--- src/rtl/ir_nec_tx.sv ---
// NEC infrared transmitter: serialises {~cmd, cmd, ~addr, addr} (LSB first) or a repeat code.
// Drives an active-low envelope for receiver loopback and a carrier-gated LED output.
module ir_nec_tx #(
  parameter int CLK_HZ      = 50_000_000,
  parameter int CARRIER_DIV = 1316,
  parameter int GAP_US      = 40000,
  parameter int LEAD_US     = 9000,
  parameter int SPACE_US    = 4500,
  parameter int RSPACE_US   = 2250,
  parameter int BIT_US      = 560,
  parameter int ONE_US      = 1690
) (
  input  logic       CLOCK_50,
  input  logic       rst_n,
  input  logic       start,
  input  logic       repeat_req,
  input  logic [7:0] addr,
  input  logic [7:0] cmd,
  output logic       busy,
  output logic       done,
  output logic       ir_env,
  output logic       ir_led
);

  localparam int TICK_DIV = CLK_HZ / 1_000_000;
  localparam int TW = (TICK_DIV > 1) ? $clog2(TICK_DIV) : 1;
  localparam int CW = (CARRIER_DIV > 1) ? $clog2(CARRIER_DIV) : 1;
  localparam logic [TW-1:0] TICK_LAST = TW'(TICK_DIV - 1);
  localparam logic [CW-1:0] CAR_LAST  = CW'(CARRIER_DIV - 1);
  localparam logic [CW-1:0] CAR_HIGH  = CW'(CARRIER_DIV / 3);

  typedef enum logic [2:0] {
    S_IDLE      = 3'd0,
    S_LEAD      = 3'd1,
    S_SPACE     = 3'd2,
    S_BIT_MARK  = 3'd3,
    S_BIT_SPACE = 3'd4,
    S_STOP      = 3'd5,
    S_GAP       = 3'd6
  } state_t;

  state_t        r_state, w_state;
  logic [TW-1:0] r_tick, w_tick;
  logic [15:0]   r_dur, w_dur;
  logic [CW-1:0] r_car, w_car;
  logic [5:0]    r_bit, w_bit;
  logic [31:0]   r_shift, w_shift;
  logic          r_rep, w_rep;
  logic          r_busy, r_done, r_env, r_led;
  logic          w_done, w_mark, w_tick_wrap, w_phase_end;
  logic [15:0]   w_len;

  // Phase length in microsecond ticks for the current state.
  function automatic logic [15:0] phase_len(input state_t s, input logic rep, input logic b);
    logic [15:0] len;
    case (s)
      S_LEAD:      len = 16'(LEAD_US);
      S_SPACE:     len = rep ? 16'(RSPACE_US) : 16'(SPACE_US);
      S_BIT_MARK:  len = 16'(BIT_US);
      S_BIT_SPACE: len = b ? 16'(ONE_US) : 16'(BIT_US);
      S_STOP:      len = 16'(BIT_US);
      S_GAP:       len = 16'(GAP_US);
      default:     len = 16'd1;
    endcase
    return len;
  endfunction

  assign w_len       = phase_len(r_state, r_rep, r_shift[0]);
  assign w_tick_wrap = (r_tick == TICK_LAST);
  assign w_phase_end = w_tick_wrap && (r_dur == (w_len - 16'd1));

  // Next-state and next-counter logic.
  always_comb begin
    w_state = r_state;
    w_tick  = w_tick_wrap ? {TW{1'b0}} : (r_tick + TW'(1));
    w_dur   = w_tick_wrap ? (r_dur + 16'd1) : r_dur;
    w_car   = (r_car == CAR_LAST) ? {CW{1'b0}} : (r_car + CW'(1));
    w_bit   = r_bit;
    w_shift = r_shift;
    w_rep   = r_rep;
    w_done  = 1'b0;
    case (r_state)
      S_IDLE: begin
        w_tick = {TW{1'b0}};
        w_dur  = 16'd0;
        w_car  = {CW{1'b0}};
        if (start) begin
          w_state = S_LEAD;
          w_shift = {~cmd, cmd, ~addr, addr};
          w_bit   = 6'd0;
          w_rep   = 1'b0;
        end else if (repeat_req) begin
          w_state = S_LEAD;
          w_bit   = 6'd0;
          w_rep   = 1'b1;
        end else begin
          w_state = S_IDLE;
        end
      end
      default: begin
        if (w_phase_end) begin
          w_tick = {TW{1'b0}};
          w_dur  = 16'd0;
          w_car  = {CW{1'b0}};
          case (r_state)
            S_LEAD:     w_state = S_SPACE;
            S_SPACE:    w_state = r_rep ? S_STOP : S_BIT_MARK;
            S_BIT_MARK: w_state = S_BIT_SPACE;
            S_BIT_SPACE: begin
              w_shift = {1'b0, r_shift[31:1]};
              w_bit   = r_bit + 6'd1;
              w_state = (r_bit == 6'd31) ? S_STOP : S_BIT_MARK;
            end
            S_STOP:     w_state = S_GAP;
            S_GAP: begin
              w_state = S_IDLE;
              w_done  = 1'b1;
            end
            default:    w_state = S_IDLE;
          endcase
        end else begin
          w_state = r_state;
        end
      end
    endcase
    w_mark = (w_state == S_LEAD) || (w_state == S_BIT_MARK) || (w_state == S_STOP);
  end

  // State, counters and registered outputs; outputs follow the state they belong to.
  always_ff @(posedge CLOCK_50 or negedge rst_n) begin
    if (!rst_n) begin
      r_state <= S_IDLE;
      r_tick  <= {TW{1'b0}};
      r_dur   <= 16'd0;
      r_car   <= {CW{1'b0}};
      r_bit   <= 6'd0;
      r_shift <= 32'd0;
      r_rep   <= 1'b0;
      r_busy  <= 1'b0;
      r_done  <= 1'b0;
      r_env   <= 1'b1;
      r_led   <= 1'b0;
    end else begin
      r_state <= w_state;
      r_tick  <= w_tick;
      r_dur   <= w_dur;
      r_car   <= w_car;
      r_bit   <= w_bit;
      r_shift <= w_shift;
      r_rep   <= w_rep;
      r_busy  <= (w_state != S_IDLE);
      r_done  <= w_done;
      r_env   <= ~w_mark;
      r_led   <= w_mark && (w_car < CAR_HIGH);
    end
  end

  assign busy   = r_busy;
  assign done   = r_done;
  assign ir_env = r_env;
  assign ir_led = r_led;

endmodule

--- config.mk ---
export PLATFORM = sky130hd
export DESIGN_NAME = ir_nec_tx
export DESIGN_NICKNAME = d
export VERILOG_FILES = /design/src/rtl/ir_nec_tx.sv
export SDC_FILE = /design/constraint.sdc
export NUM_CORES = 1
export LEC_CHECK = 0
export CAP_MARGIN = 30
export CORE_MARGIN = 2
export CORE_UTILIZATION = 60
export CTS_BUF_LIST = sky130_fd_sc_hd__clkbuf_2
export DETAILED_ROUTE_END_ITERATION = 7
export HOLD_SLACK_MARGIN = 0.03
export PLACE_DENSITY = 0.85
export SLEW_MARGIN = 10
export SYNTH_ARGS = -nofsm -noshare
export SYNTH_HDL_FRONTEND = slang
export SYNTH_SLANG_ARGS = --single-unit
--- constraint.sdc ---
create_clock -name CLOCK_50 -period 3.25 [get_ports CLOCK_50]
set_input_delay 0.975 -clock CLOCK_50 [delete_from_list [all_inputs] [get_ports CLOCK_50]]
set_output_delay 0.975 -clock CLOCK_50 [all_outputs]
set_load 0.05 [all_outputs]
==> flow_metrics.env <==
export IMPL_antenna_found_initial=0
export IMPL_fmax_ghz=0.3247
export IMPL_synth_top_family_by_area="simple AND/OR/NAND/NOR gates"
export IMPL_ant_nets=0
export IMPL_netlist_top_cells_area="dfrtp_1 (41%), mux2_1 (7.1%), nand2_1 (6.4%), nor2_1 (3.1%), xnor2_1 (2.7%)"
export IMPL_fin_nets=547
export IMPL_cp_start_kind="flop"
export IMPL_cts_tree="built"
export IMPL_cp_depth=9
export IMPL_grt_max_degree=80
export IMPL_synth_edf_count=0
export IMPL_drive_gt1_frac=0.1082
export IMPL_crit_arrival_ns=3.54
export IMPL_area_growth_syn_to_layout_pct=10.46
export IMPL_dp_cells=609
export IMPL_async_flop_share=1.000
export IMPL_setup_violations=0
export IMPL_leakage_uw=0.002356
export IMPL_tightestPinTransition_ns=0.6906
export IMPL_finalCriticalPeriod_ns=3.079
export IMPL_fin_ws_ns=0.1705
export IMPL_clock_latency_ns=0.56
export IMPL_powerDensity_nw_per_um2=328.8
export IMPL_viasPerCell=6.068
export IMPL_clk_pin_slew_ns=0.26
export IMPL_critPathKind="flop to flop"
export IMPL_final_max_slew_viol_count=0
export IMPL_finish_instance_area_um2=5286
export IMPL_wirelength_um=10020
export IMPL_diodes=0
export IMPL_fillCellCount=565
export IMPL_fin_util=0.6841
export IMPL_num_rows=32
export IMPL_min_period_over_period=0.9475
export IMPL_cpMaxStageDelayCell="dfrtp_1"
export IMPL_synth_xor_area_frac=0.04026
export IMPL_dpl_hpwl_um=6858
export IMPL_crit_buf_inv=2
export IMPL_grt_usage=0.2386
export IMPL_root_buffer="clkbuf_2"
export IMPL_slowest_delay_ns=0.82
export IMPL_cts_setup_buffers=0
export IMPL_synthAdderAreaFrac=0.01307
export IMPL_numCtsBuffers=9
export IMPL_route_detailed_drc=0
export IMPL_critPathCaptureType="flop"
export IMPL_cts_sinks=79
export IMPL_clockBufferDepth=2
export IMPL_first_pass_iters=7
export IMPL_synthSimpleGateAreaFrac=0.2444
export IMPL_core_um2=7727
export IMPL_io_pins=24
export IMPL_reg2reg_depth=9
export IMPL_syn_cell_area_um2=4786
export IMPL_dpl_instance_area_um2=5065
export IMPL_vias=3817
export IMPL_finalHoldViolations=0
export IMPL_crit_family="compound AO/OA/AOI/OAI gates"
export IMPL_drv_cap=0
export IMPL_cts_htree_levels=3
export IMPL_portBuffers=23
export IMPL_required_ns=3.72
export IMPL_status="finished, final reports clean"
export IMPL_die_width_um=93.31
export IMPL_synth_fp_nets=530
export IMPL_totalNegativeSetupSlack_ns=0
export IMPL_yosysWarnings=0
export IMPL_ys_top_cells_by_count="nand2_1 (82), dfrtp_1 (78), nor2_1 (40), mux2_1 (30), o21ai_0 (24)"
export IMPL_place_gp_congestion=0.9231
export IMPL_synth_seq_cells=79
export IMPL_fin_cells=629
export IMPL_grt_pass1_wl_um=16720
export IMPL_maxSlewHeadroom=0.5357
export IMPL_synth_ff_type="dfrtp_1"
export IMPL_synthMuxAreaShare=0.08392
export IMPL_skew_ns=0.05218
export IMPL_crit_fanout=21
export IMPL_die_area_um2=8707
export IMPL_synth_compound_area_frac=0.1592
export IMPL_syn_avg_cell_area_um2=9.477
export IMPL_hp_class="primary input to asynchronous set/reset pin"
export IMPL_synth_top_area_frac=0.4078
export IMPL_initial_core_util=0.6193
export IMPL_chipHeight_um=93.31
export IMPL_yosys_area_top_type="dfrtp_1"
export IMPL_seq_area_frac_synth=0.4133
export IMPL_cts_resized_gates=0
export IMPL_pre_cts_ws_ns=0.2403
export IMPL_synth_most_common_cell="nand2_1"
export IMPL_overflow=0
export IMPL_ctsHoldBuffers=0
export IMPL_synth_cells=505
export IMPL_drtIter0Drc=278
export IMPL_path_cells="nor2_1 > a2111oi_1 > a211oi_2 > o21ai_2 > o31ai_4 > buf_12 > buf_4 > o311ai_0 > o21a_1"
export IMPL_vdd_ir_drop_max_mv=0.2316
export IMPL_grt_pass1_vias=3621
export IMPL_wl_per_cell_um=15.93
export IMPL_synth_cell_types=74
export IMPL_rsz0062_at_grt="false"
## placed cells by master, fill, tap and decap left out, types with 9 or more instances in the layout
master / count
nor2_1: 40
xnor2_1: 15
a22o_1: 9
clkbuf_2: 10
mux2_1: 30
and3_1: 10
nand2b_1: 12
nand3_1: 19
nand2_1: 82
o21ai_0: 24
buf_4: 13
nor3_1: 9
dfrtp_1: 78
clkdlybuf4s50_1: 22
## logic make-up after synthesis
logic type | Yosys count
and+or+nand+nor | 222
AOI/OAI and AO/OA | 99
DFF | 79
buffers and inverters | 42
muxes | 36
xor gates and xnor gates | 22
adders and majority gates | 5
## per-stage QoR
stage	total power, µW	hold WS, ns
finish	1738	0.3506
global route	1801	0.3615
CTS	1752	0.4939
detailed placement	1049	0.4698
floorplan	1003	0.4470
global placement	1048	0.4572
## registers in the layout, indices dropped and copies added (netlist names), 3 cells and up
signal and cells:
r_tick 6, r_car 11, r_bit 6, r_shift 32
r_state 3, r_dur 16
## report_power, final
part | internal, µW | leakage (µW) | switching (µW)
Clock | 341 | 0.0000967 | 364
Combinational | 22.8 | 0.00120 | 25.8
Sequential | 985 | 0.00106 | 0
## routing by layer
metal	GRT usage	routed length, µm	vias up
met2	0.3861	4763	95
li1	-	-	1843
met4	0.08456	180	0
met5	0	0	-
met1	0.3298	4710	1862
met3	0.03304	363	17
## final timing paths
| kind | start | end | slack, ns |
|---|---|---|---|
| worst max-delay path | r_state[0] | r_dur[8] | 0.17 |
| worst min-delay path | rst_n | r_shift[1] | 0.35 |
| worst max register to register | r_state[0] | r_dur[8] | 0.17 |
| worst min register to register | r_car[0] | r_car[0] | 0.50 |
| max in group asynchronous | rst_n | r_tick[0] | 2.27 |
| min in group CLOCK_50 | r_car[0] | r_car[0] | 0.50 |
## worst reg2reg max path: stages (launching register included)
cell and delay [ns]:
dfrtp_1 0.82, nor2_1 0.26, a2111oi_1 0.53, a211oi_2 0.13, o21ai_2 0.33, o31ai_4 0.13, buf_12 0.18, buf_4 0.14
o311ai_0 0.34, o21a_1 0.17
## final cells by class
cell class	instances	area, µm²	share of cell area
flip-flops and latches	79	1978	0.3742
well taps	102	127.6	0.02414
multi-input cells	384	2599	0.4916
repair buffers	38	377.9	0.07148
inverters	10	37.54	0.007101
clock inverters	6	116.4	0.02201
clock buffers	10	50.05	0.009467
Power figures use the tool's default switching activity.
